### config.mk
export PLATFORM = sky130hd
export DESIGN_NAME = lru2_refill_ctrl_flat
export DESIGN_NICKNAME = d
export VERILOG_FILES = /design/src/rtl/lru2_refill_ctrl_if.sv /design/src/rtl/lru2_refill_ctrl.sv /design/src/flat_wrapper.sv
export SDC_FILE = /design/constraint.sdc
export NUM_CORES = 1
export LEC_CHECK = 0
export CAP_MARGIN = 20
export CORE_AREA = 2 2 81 83
export CTS_CLUSTER_SIZE = 40
export DETAILED_ROUTE_END_ITERATION = 8
export DIE_AREA = 0 0 83 85
export PLACE_DENSITY = 0.82
export SLEW_MARGIN = 20
export SYNTH_ARGS = -nofsm -noshare
export SYNTH_HDL_FRONTEND = slang
export SYNTH_SLANG_ARGS = --single-unit
### constraint.sdc
create_clock -name clk -period 2.3 [get_ports clk]
set_clock_uncertainty 0.2 [all_clocks]
set_input_delay 0.23 -clock clk [delete_from_list [all_inputs] [get_ports clk]]
set_output_delay 0.23 -clock clk [all_outputs]
set_load 0.01 [all_outputs]
### src/rtl/lru2_refill_ctrl_if.sv
// Miss/hit/LRU/writeback/refill signal bundle between the lookup side and the
// 2-way refill controller.
interface lru2_refill_ctrl_if #(
    parameter int unsigned INDEX_BITS = 8,
    parameter int unsigned CNT_BITS   = 16
);
    logic                  miss_valid;
    logic                  miss_ready;
    logic [INDEX_BITS-1:0] miss_index;
    logic [1:0]            miss_way_valid;
    logic [1:0]            miss_way_dirty;
    logic                  hit_valid;
    logic                  hit_ready;
    logic [INDEX_BITS-1:0] hit_index;
    logic                  hit_way;
    logic [INDEX_BITS-1:0] lru_index;
    logic                  lru_way;
    logic                  lru_update;
    logic                  lru_ref;
    logic                  wb_req_valid;
    logic                  wb_req_ready;
    logic                  wb_way;
    logic                  refill_req_valid;
    logic                  refill_req_ready;
    logic                  refill_done;
    logic                  fill_way;
    logic                  done_valid;
    logic [CNT_BITS-1:0]   refill_cnt;
    logic [CNT_BITS-1:0]   wb_cnt;

    // Environment side: lookup pipeline, LRU array and memory interface.
    modport master (
        output miss_valid, miss_index, miss_way_valid, miss_way_dirty,
        output hit_valid, hit_index, hit_way,
        output lru_way, wb_req_ready, refill_req_ready, refill_done,
        input  miss_ready, hit_ready, lru_index, lru_update, lru_ref,
        input  wb_req_valid, wb_way, refill_req_valid, fill_way, done_valid,
        input  refill_cnt, wb_cnt
    );

    // Controller side.
    modport slave (
        input  miss_valid, miss_index, miss_way_valid, miss_way_dirty,
        input  hit_valid, hit_index, hit_way,
        input  lru_way, wb_req_ready, refill_req_ready, refill_done,
        output miss_ready, hit_ready, lru_index, lru_update, lru_ref,
        output wb_req_valid, wb_way, refill_req_valid, fill_way, done_valid,
        output refill_cnt, wb_cnt
    );
endinterface

### src/rtl/lru2_refill_ctrl.sv
// Miss/refill sequencer for a 2-way cache: victim selection, writeback, refill,
// MRU marking, and arbitration of hit-driven LRU updates onto the one LRU port.
module lru2_refill_ctrl #(
    parameter int unsigned ENTRIES    = 256,
    parameter int unsigned INDEX_BITS = 8,
    parameter int unsigned CNT_BITS   = 16
) (
    input  logic              clk,
    input  logic              rst_n,
    lru2_refill_ctrl_if.slave bus
);
    localparam int unsigned SETS = 1 << INDEX_BITS;

    if (SETS != ENTRIES) begin : g_bad_cfg
        $error("lru2_refill_ctrl: ENTRIES must equal 2**INDEX_BITS");
    end

    typedef enum logic [2:0] {
        IDLE    = 3'd0,
        SELECT  = 3'd1,
        WB      = 3'd2,
        RF_REQ  = 3'd3,
        RF_WAIT = 3'd4,
        UPDATE  = 3'd5
    } state_t;

    state_t                state;
    logic [INDEX_BITS-1:0] idx_q;
    logic [1:0]            valid_q;
    logic [1:0]            dirty_q;
    logic                  miss_ready_q;
    logic                  hit_ready_q;
    logic                  wb_req_q;
    logic                  rf_req_q;
    logic                  done_q;
    logic                  fill_way_q;
    logic                  wb_way_q;
    logic [CNT_BITS-1:0]   refill_cnt_q;
    logic [CNT_BITS-1:0]   wb_cnt_q;

    logic                  victim_c;
    logic                  hit_take_c;
    logic [INDEX_BITS-1:0] lru_index_c;
    logic                  lru_update_c;
    logic                  lru_ref_c;

    function automatic logic [CNT_BITS-1:0] sat_inc(input logic [CNT_BITS-1:0] c);
        return (&c) ? c : c + CNT_BITS'(1);
    endfunction

    // Invalid way wins over LRU; way 0 first.
    assign victim_c = !valid_q[0] ? 1'b0 : (!valid_q[1] ? 1'b1 : bus.lru_way);

    // State register with registered handshake, pulse and counter outputs.
    always_ff @(posedge clk or negedge rst_n) begin
        if (!rst_n) begin
            state        <= IDLE;
            idx_q        <= '0;
            valid_q      <= '0;
            dirty_q      <= '0;
            miss_ready_q <= 1'b1;
            hit_ready_q  <= 1'b1;
            wb_req_q     <= 1'b0;
            rf_req_q     <= 1'b0;
            done_q       <= 1'b0;
            fill_way_q   <= 1'b0;
            wb_way_q     <= 1'b0;
            refill_cnt_q <= '0;
            wb_cnt_q     <= '0;
        end else begin
            done_q <= 1'b0;
            unique case (state)
                IDLE: begin
                    if (bus.miss_valid) begin
                        idx_q        <= bus.miss_index;
                        valid_q      <= bus.miss_way_valid;
                        dirty_q      <= bus.miss_way_dirty;
                        miss_ready_q <= 1'b0;
                        hit_ready_q  <= 1'b0;
                        state        <= SELECT;
                    end
                end
                SELECT: begin
                    fill_way_q  <= victim_c;
                    wb_way_q    <= victim_c;
                    hit_ready_q <= 1'b1;
                    if (valid_q[victim_c] && dirty_q[victim_c]) begin
                        wb_req_q <= 1'b1;
                        state    <= WB;
                    end else begin
                        rf_req_q <= 1'b1;
                        state    <= RF_REQ;
                    end
                end
                WB: begin
                    if (bus.wb_req_ready) begin
                        wb_req_q <= 1'b0;
                        rf_req_q <= 1'b1;
                        wb_cnt_q <= sat_inc(wb_cnt_q);
                        state    <= RF_REQ;
                    end
                end
                RF_REQ: begin
                    if (bus.refill_req_ready) begin
                        rf_req_q <= 1'b0;
                        state    <= RF_WAIT;
                    end
                end
                RF_WAIT: begin
                    if (bus.refill_done) begin
                        hit_ready_q  <= 1'b0;
                        done_q       <= 1'b1;
                        refill_cnt_q <= sat_inc(refill_cnt_q);
                        state        <= UPDATE;
                    end
                end
                UPDATE: begin
                    miss_ready_q <= 1'b1;
                    hit_ready_q  <= 1'b1;
                    state        <= IDLE;
                end
                default: state <= IDLE;
            endcase
        end
    end

    // LRU port mux: the final MRU write owns the port, otherwise an accepted hit.
    always_comb begin
        hit_take_c   = bus.hit_valid && hit_ready_q;
        lru_index_c  = idx_q;
        lru_update_c = 1'b0;
        lru_ref_c    = 1'b0;
        if (state == UPDATE) begin
            lru_update_c = 1'b1;
            lru_ref_c    = fill_way_q;
        end else if (hit_take_c) begin
            lru_index_c  = bus.hit_index;
            lru_update_c = 1'b1;
            lru_ref_c    = bus.hit_way;
        end
    end

    assign bus.miss_ready       = miss_ready_q;
    assign bus.hit_ready        = hit_ready_q;
    assign bus.lru_index        = lru_index_c;
    assign bus.lru_update       = lru_update_c;
    assign bus.lru_ref          = lru_ref_c;
    assign bus.wb_req_valid     = wb_req_q;
    assign bus.wb_way           = wb_way_q;
    assign bus.refill_req_valid = rf_req_q;
    assign bus.fill_way         = fill_way_q;
    assign bus.done_valid       = done_q;
    assign bus.refill_cnt       = refill_cnt_q;
    assign bus.wb_cnt           = wb_cnt_q;
endmodule
### src/flat_wrapper.sv
// flat-port wrapper written by rule: the top's interface ports become plain ports
module lru2_refill_ctrl_flat 
#(
    parameter int unsigned ENTRIES    = 256,
    parameter int unsigned INDEX_BITS = 8,
    parameter int unsigned CNT_BITS   = 16
)
  (clk, rst_n, bus_miss_valid, bus_miss_index, bus_miss_way_valid, bus_miss_way_dirty, bus_hit_valid, bus_hit_index, bus_hit_way, bus_lru_way, bus_wb_req_ready, bus_refill_req_ready, bus_refill_done, bus_miss_ready, bus_hit_ready, bus_lru_index, bus_lru_update, bus_lru_ref, bus_wb_req_valid, bus_wb_way, bus_refill_req_valid, bus_fill_way, bus_done_valid, bus_refill_cnt, bus_wb_cnt);
  lru2_refill_ctrl_if #(.INDEX_BITS(INDEX_BITS), .CNT_BITS(CNT_BITS)) bus_i ();
  input  logic clk;
  input  logic rst_n;
  input wire logic [$bits(bus_i.miss_valid)-1:0] bus_miss_valid;
  input wire logic [$bits(bus_i.miss_index)-1:0] bus_miss_index;
  input wire logic [$bits(bus_i.miss_way_valid)-1:0] bus_miss_way_valid;
  input wire logic [$bits(bus_i.miss_way_dirty)-1:0] bus_miss_way_dirty;
  input wire logic [$bits(bus_i.hit_valid)-1:0] bus_hit_valid;
  input wire logic [$bits(bus_i.hit_index)-1:0] bus_hit_index;
  input wire logic [$bits(bus_i.hit_way)-1:0] bus_hit_way;
  input wire logic [$bits(bus_i.lru_way)-1:0] bus_lru_way;
  input wire logic [$bits(bus_i.wb_req_ready)-1:0] bus_wb_req_ready;
  input wire logic [$bits(bus_i.refill_req_ready)-1:0] bus_refill_req_ready;
  input wire logic [$bits(bus_i.refill_done)-1:0] bus_refill_done;
  output wire logic [$bits(bus_i.miss_ready)-1:0] bus_miss_ready;
  output wire logic [$bits(bus_i.hit_ready)-1:0] bus_hit_ready;
  output wire logic [$bits(bus_i.lru_index)-1:0] bus_lru_index;
  output wire logic [$bits(bus_i.lru_update)-1:0] bus_lru_update;
  output wire logic [$bits(bus_i.lru_ref)-1:0] bus_lru_ref;
  output wire logic [$bits(bus_i.wb_req_valid)-1:0] bus_wb_req_valid;
  output wire logic [$bits(bus_i.wb_way)-1:0] bus_wb_way;
  output wire logic [$bits(bus_i.refill_req_valid)-1:0] bus_refill_req_valid;
  output wire logic [$bits(bus_i.fill_way)-1:0] bus_fill_way;
  output wire logic [$bits(bus_i.done_valid)-1:0] bus_done_valid;
  output wire logic [$bits(bus_i.refill_cnt)-1:0] bus_refill_cnt;
  output wire logic [$bits(bus_i.wb_cnt)-1:0] bus_wb_cnt;
  assign bus_i.miss_valid = bus_miss_valid;
  assign bus_i.miss_index = bus_miss_index;
  assign bus_i.miss_way_valid = bus_miss_way_valid;
  assign bus_i.miss_way_dirty = bus_miss_way_dirty;
  assign bus_i.hit_valid = bus_hit_valid;
  assign bus_i.hit_index = bus_hit_index;
  assign bus_i.hit_way = bus_hit_way;
  assign bus_i.lru_way = bus_lru_way;
  assign bus_i.wb_req_ready = bus_wb_req_ready;
  assign bus_i.refill_req_ready = bus_refill_req_ready;
  assign bus_i.refill_done = bus_refill_done;
  assign bus_miss_ready = bus_i.miss_ready;
  assign bus_hit_ready = bus_i.hit_ready;
  assign bus_lru_index = bus_i.lru_index;
  assign bus_lru_update = bus_i.lru_update;
  assign bus_lru_ref = bus_i.lru_ref;
  assign bus_wb_req_valid = bus_i.wb_req_valid;
  assign bus_wb_way = bus_i.wb_way;
  assign bus_refill_req_valid = bus_i.refill_req_valid;
  assign bus_fill_way = bus_i.fill_way;
  assign bus_done_valid = bus_i.done_valid;
  assign bus_refill_cnt = bus_i.refill_cnt;
  assign bus_wb_cnt = bus_i.wb_cnt;
  lru2_refill_ctrl #(.ENTRIES(ENTRIES), .INDEX_BITS(INDEX_BITS), .CNT_BITS(CNT_BITS)) u_core (.clk(clk), .rst_n(rst_n), .bus(bus_i));
endmodule
==> flow_metrics.py <==
metrics = {
    "detailed_routing": {
        "drt_iter0_drc": 89,
        "post_drt_wl_per_cell_microns": 14.9,
        "drt-vias-per-instance": 5.31,
        "via_count": 2154,
        "finalWirelength_mm": 6.05,
        "drtPass1Iterations": 4,
        "drcViolationCount": 0,
        "ant_nets": 0,
    },
    "timing": {
        "drv_slew": 0,
        "rsz0062_at_grt": "false",
        "hold_viol": 0,
        "period_needed_ps": 2220,
        "holdWs_ps": 257,
        "tightest_slew_ps": 727,
        "timing.slew.headroom_pct": 50.9,
        "setup_viol": 0,
        "period_share_pct": 96.6,
        "max_freq_mhz": 450,
        "tns_ps": 0,
    },
    "synth": {
        "synth_nets": 272,
        "netlist.area_leader.share_pct": 47.8,
        "synthArstFlopShare_pct": 100,
        "synth-adder-area-share_pct": 0.938,
        "syn_area_sq_mm": 0.00267,
        "syn_inst": 241,
        "synth_compound_area_share_pct": 7.92,
        "synth-main-ff-cell": "dfrtp_1",
        "synth-xor-area-share_pct": 7.88,
        "yosys.area_share.simple_pct": 20.1,
        "yosysMostFrequentCell": "dfrtp_1",
        "ys_types": 48,
        "yosysWarnings": 0,
        "synthMuxAreaShare_pct": 10.3,
        "synth_top_family_by_area": "simple AND/OR/NAND/NOR gates",
        "synth.avg_cell_area_sq_um": 11.1,
        "synth_area_leaders": "dfrtp_1 48%, mux2_2 9.7%, xor2_1 4.6%",
        "synth_common_cells": "51 x dfrtp_1, 23 x mux2_2, 17 x nand2_1",
        "synth_seq_cells": 53,
        "synth_seq_area_share_pct": 49.8,
        "yosysTopAreaCell": "dfrtp_1",
        "synth_edf_count": 0,
    },
    "layout": {
        "n_fill_cell": 527,
        "nets": 360,
        "drive_above_1_share_pct": 18.8,
        "num_antenna_cells": 0,
        "area_growth_syn_to_layout_pct": 37.1,
    },
    "global_route": {
        "grtUsageTotal_pct": 17.6,
        "antenna_found_initial": 0,
        "grt_max_degree": 30,
        "grt-ovfl-total": 0,
        "grt_pass1_wl_mm": 10.2,
        "grt_pass1_vias": 2198,
    },
    "critical_path": {
        "start_kind": "flop",
        "cp_data_required_time_ps": 1870,
        "cp_cell_sequence": "nand2_1 > nor2b_2 > buf_6 > mux2_2 > clkdlybuf4s15_1",
        "cp_num_buf_inv": 2,
        "cpPeakStageDelay_ps": 550,
        "slowest_stage": "dfstp_2",
        "worst-setup-path-type": "flop to output pin",
        "crit_family": "flip-flops",
        "crit_fanout": 4,
        "critPathArrivalTime_ps": 1790,
        "setup.worst_path.end_class": "output pin",
    },
    "floorplan": {
        "pin_count": 78,
        "fp.coreArea_sq_mm": 0.00620,
        "dieArea_sq_mm": 0.00706,
        "die_width_microns": 83,
        "start_util_pct": 43.0,
        "row_count": 29,
        "die_h_microns": 85,
    },
    "cts": {
        "cts_buffers": 5,
        "clock_latency_ps": 310,
        "cts_root_buffer": "clkbuf_8",
        "cts.sinks": 53,
        "cts_htree_levels": 2,
        "cts_tree": "yes",
        "path_clk_slew_ps": 90,
        "clk_path_buf_depth": 2,
    },
    "min_path": {
        "min_path_type": "primary input to async pin",
    },
    "placed_design": {
        "hpwl_mm": 4.41,
        "gp_congestion": 0.820,
        "io_buffers": 77,
    },
    "status": {
        "status": "finished, final reports clean",
    },
    "power": {
        "max-vdd-ir-drop_v": 0.000496,
        "p_leak_nw": 1.58,
        "power_density_mw_per_mm2": 859,
    },
    "flow_run": {
        "maxCapViolations": 0,
    },
}
-- stage by stage --
stage,total power (W),util [%],cells,area (sq um),worst slack (ps)
final,0.00314,59.0,406,3660,78.2
after global routing,0.00335,59.0,406,3660,3.56
after CTS,0.00320,59.3,406,3680,0.152
after detailed placement,0.00268,57.5,395,3570,-39.5
after global placement,0.00263,57.5,395,3570,15.4
after floorplan,0.00206,-,241,2670,403
-- worst register-to-register path, delay by kind of cell (launching register included) --
family	cells	cell delay, ps
flip-flops	1	390
AND/OR/NAND/NOR	3	680
buffers and inverters	2	380
multiplexers	1	320
-- cells in the final DEF (no fill, tap or decap), types with 2 or more instances in the layout --
| master | count |
|---|---|
| clkdlybuf4s50_1 | 67 |
| dfrtp_1 | 51 |
| mux2_2 | 23 |
| nand2_1 | 17 |
| xor2_1 | 14 |
| nor2_1 | 13 |
| inv_1 | 10 |
| xnor2_1 | 10 |
| o21ai_0 | 9 |
| buf_4 | 9 |
| nand4_1 | 8 |
| nand3_1 | 7 |
| a21oi_1 | 7 |
| clkbuf_2 | 7 |
| clkbuf_8 | 6 |
| nand2b_1 | 4 |
| and4_1 | 4 |
| and3_1 | 4 |
| nor3_1 | 4 |
| a31oi_1 | 3 |
| nand3b_1 | 2 |
| nor4bb_1 | 2 |
| nand3_2 | 2 |
| o311ai_0 | 2 |
| nor4_1 | 2 |
| or3_1 | 2 |
| nor4b_2 | 2 |
| nor2b_1 | 2 |
| nand4b_1 | 2 |
| a211oi_1 | 2 |
| nor3b_1 | 2 |
| o211ai_1 | 2 |
| ha_1 | 2 |
| buf_6 | 2 |
| dfstp_2 | 2 |
-- logic make-up after synthesis --
group	Yosys count
adder cells (fa/ha/maj)	2
multiplexers	24
flip-flops	53
buffers and inverters	19
AND/OR/NAND/NOR	86
AO/OA/AOI/OAI	33
XOR/XNOR	24
-- final timing paths --
check,to,startpoint,depth (start not counted),slack (ps)
min in group clk,u_core.valid_q[1],bus_miss_way_valid[1],3,300
max,bus_lru_index[4],u_core.bus.hit_ready,5,80
max in group asynchronous,u_core.bus.hit_ready,rst_n,3,1010
min reg2reg,u_core.bus.wb_cnt[7],u_core.bus.wb_cnt[7],1,300
min,u_core.bus.refill_cnt[5],rst_n,2,260
max reg2reg,u_core.bus.refill_cnt[15],u_core.state[0],6,220
-- timing repair --
action	CTS	global route
resized for setup	13	16
cloned	1	0
setup endpoints to repair	9	8
hold buffers	1	0
buffers inserted	2	0
endpoints found under the hold margin	24	0
-- state kept, by name, summed over array words and instances, names as in the netlist --
signal,cells
u_core.bus.hit_ready,1
u_core.bus.refill_cnt,16
u_core.idx_q,8
u_core.dirty_q,2
u_core.state,3
u_core.valid_q,2
u_core.bus.wb_cnt,16
u_core.bus.fill_way,1
u_core.bus.wb_req_valid,1
u_core.bus.miss_ready,1
u_core.bus.refill_req_valid,1
u_core.bus.done_valid,1
-- power by group --
| part | switching, W | internal, W |
|---|---|---|
| logic | 0.000556 | 0.000703 |
| registers | 0.000183 | 0.00118 |
| clock network | 0.000284 | 0.000239 |
-- area by class of cell --
| class | instances | area, sq um | share of cell area (%) |
|---|---|---|---|
| well taps | 77 | 96.3 | 2.63 |
| inverters | 10 | 37.5 | 1.03 |
| repair buffers | 90 | 850 | 23.2 |
| flip-flops and latches | 53 | 1330 | 36.3 |
| multi-input cells | 169 | 1260 | 34.4 |
| clock buffers | 7 | 86.3 | 2.36 |
-- per-layer routing --
metal  global-route usage (%)  vias up  routed length (microns)
met5                        0        -                        0
met1                     22.3     1049                     2750
met3                     3.31        7                      216
met4                     6.26        0                       86
met2                     30.4       52                     3000
li1                         -     1046                        -
Power figures use the tool's default switching activity.
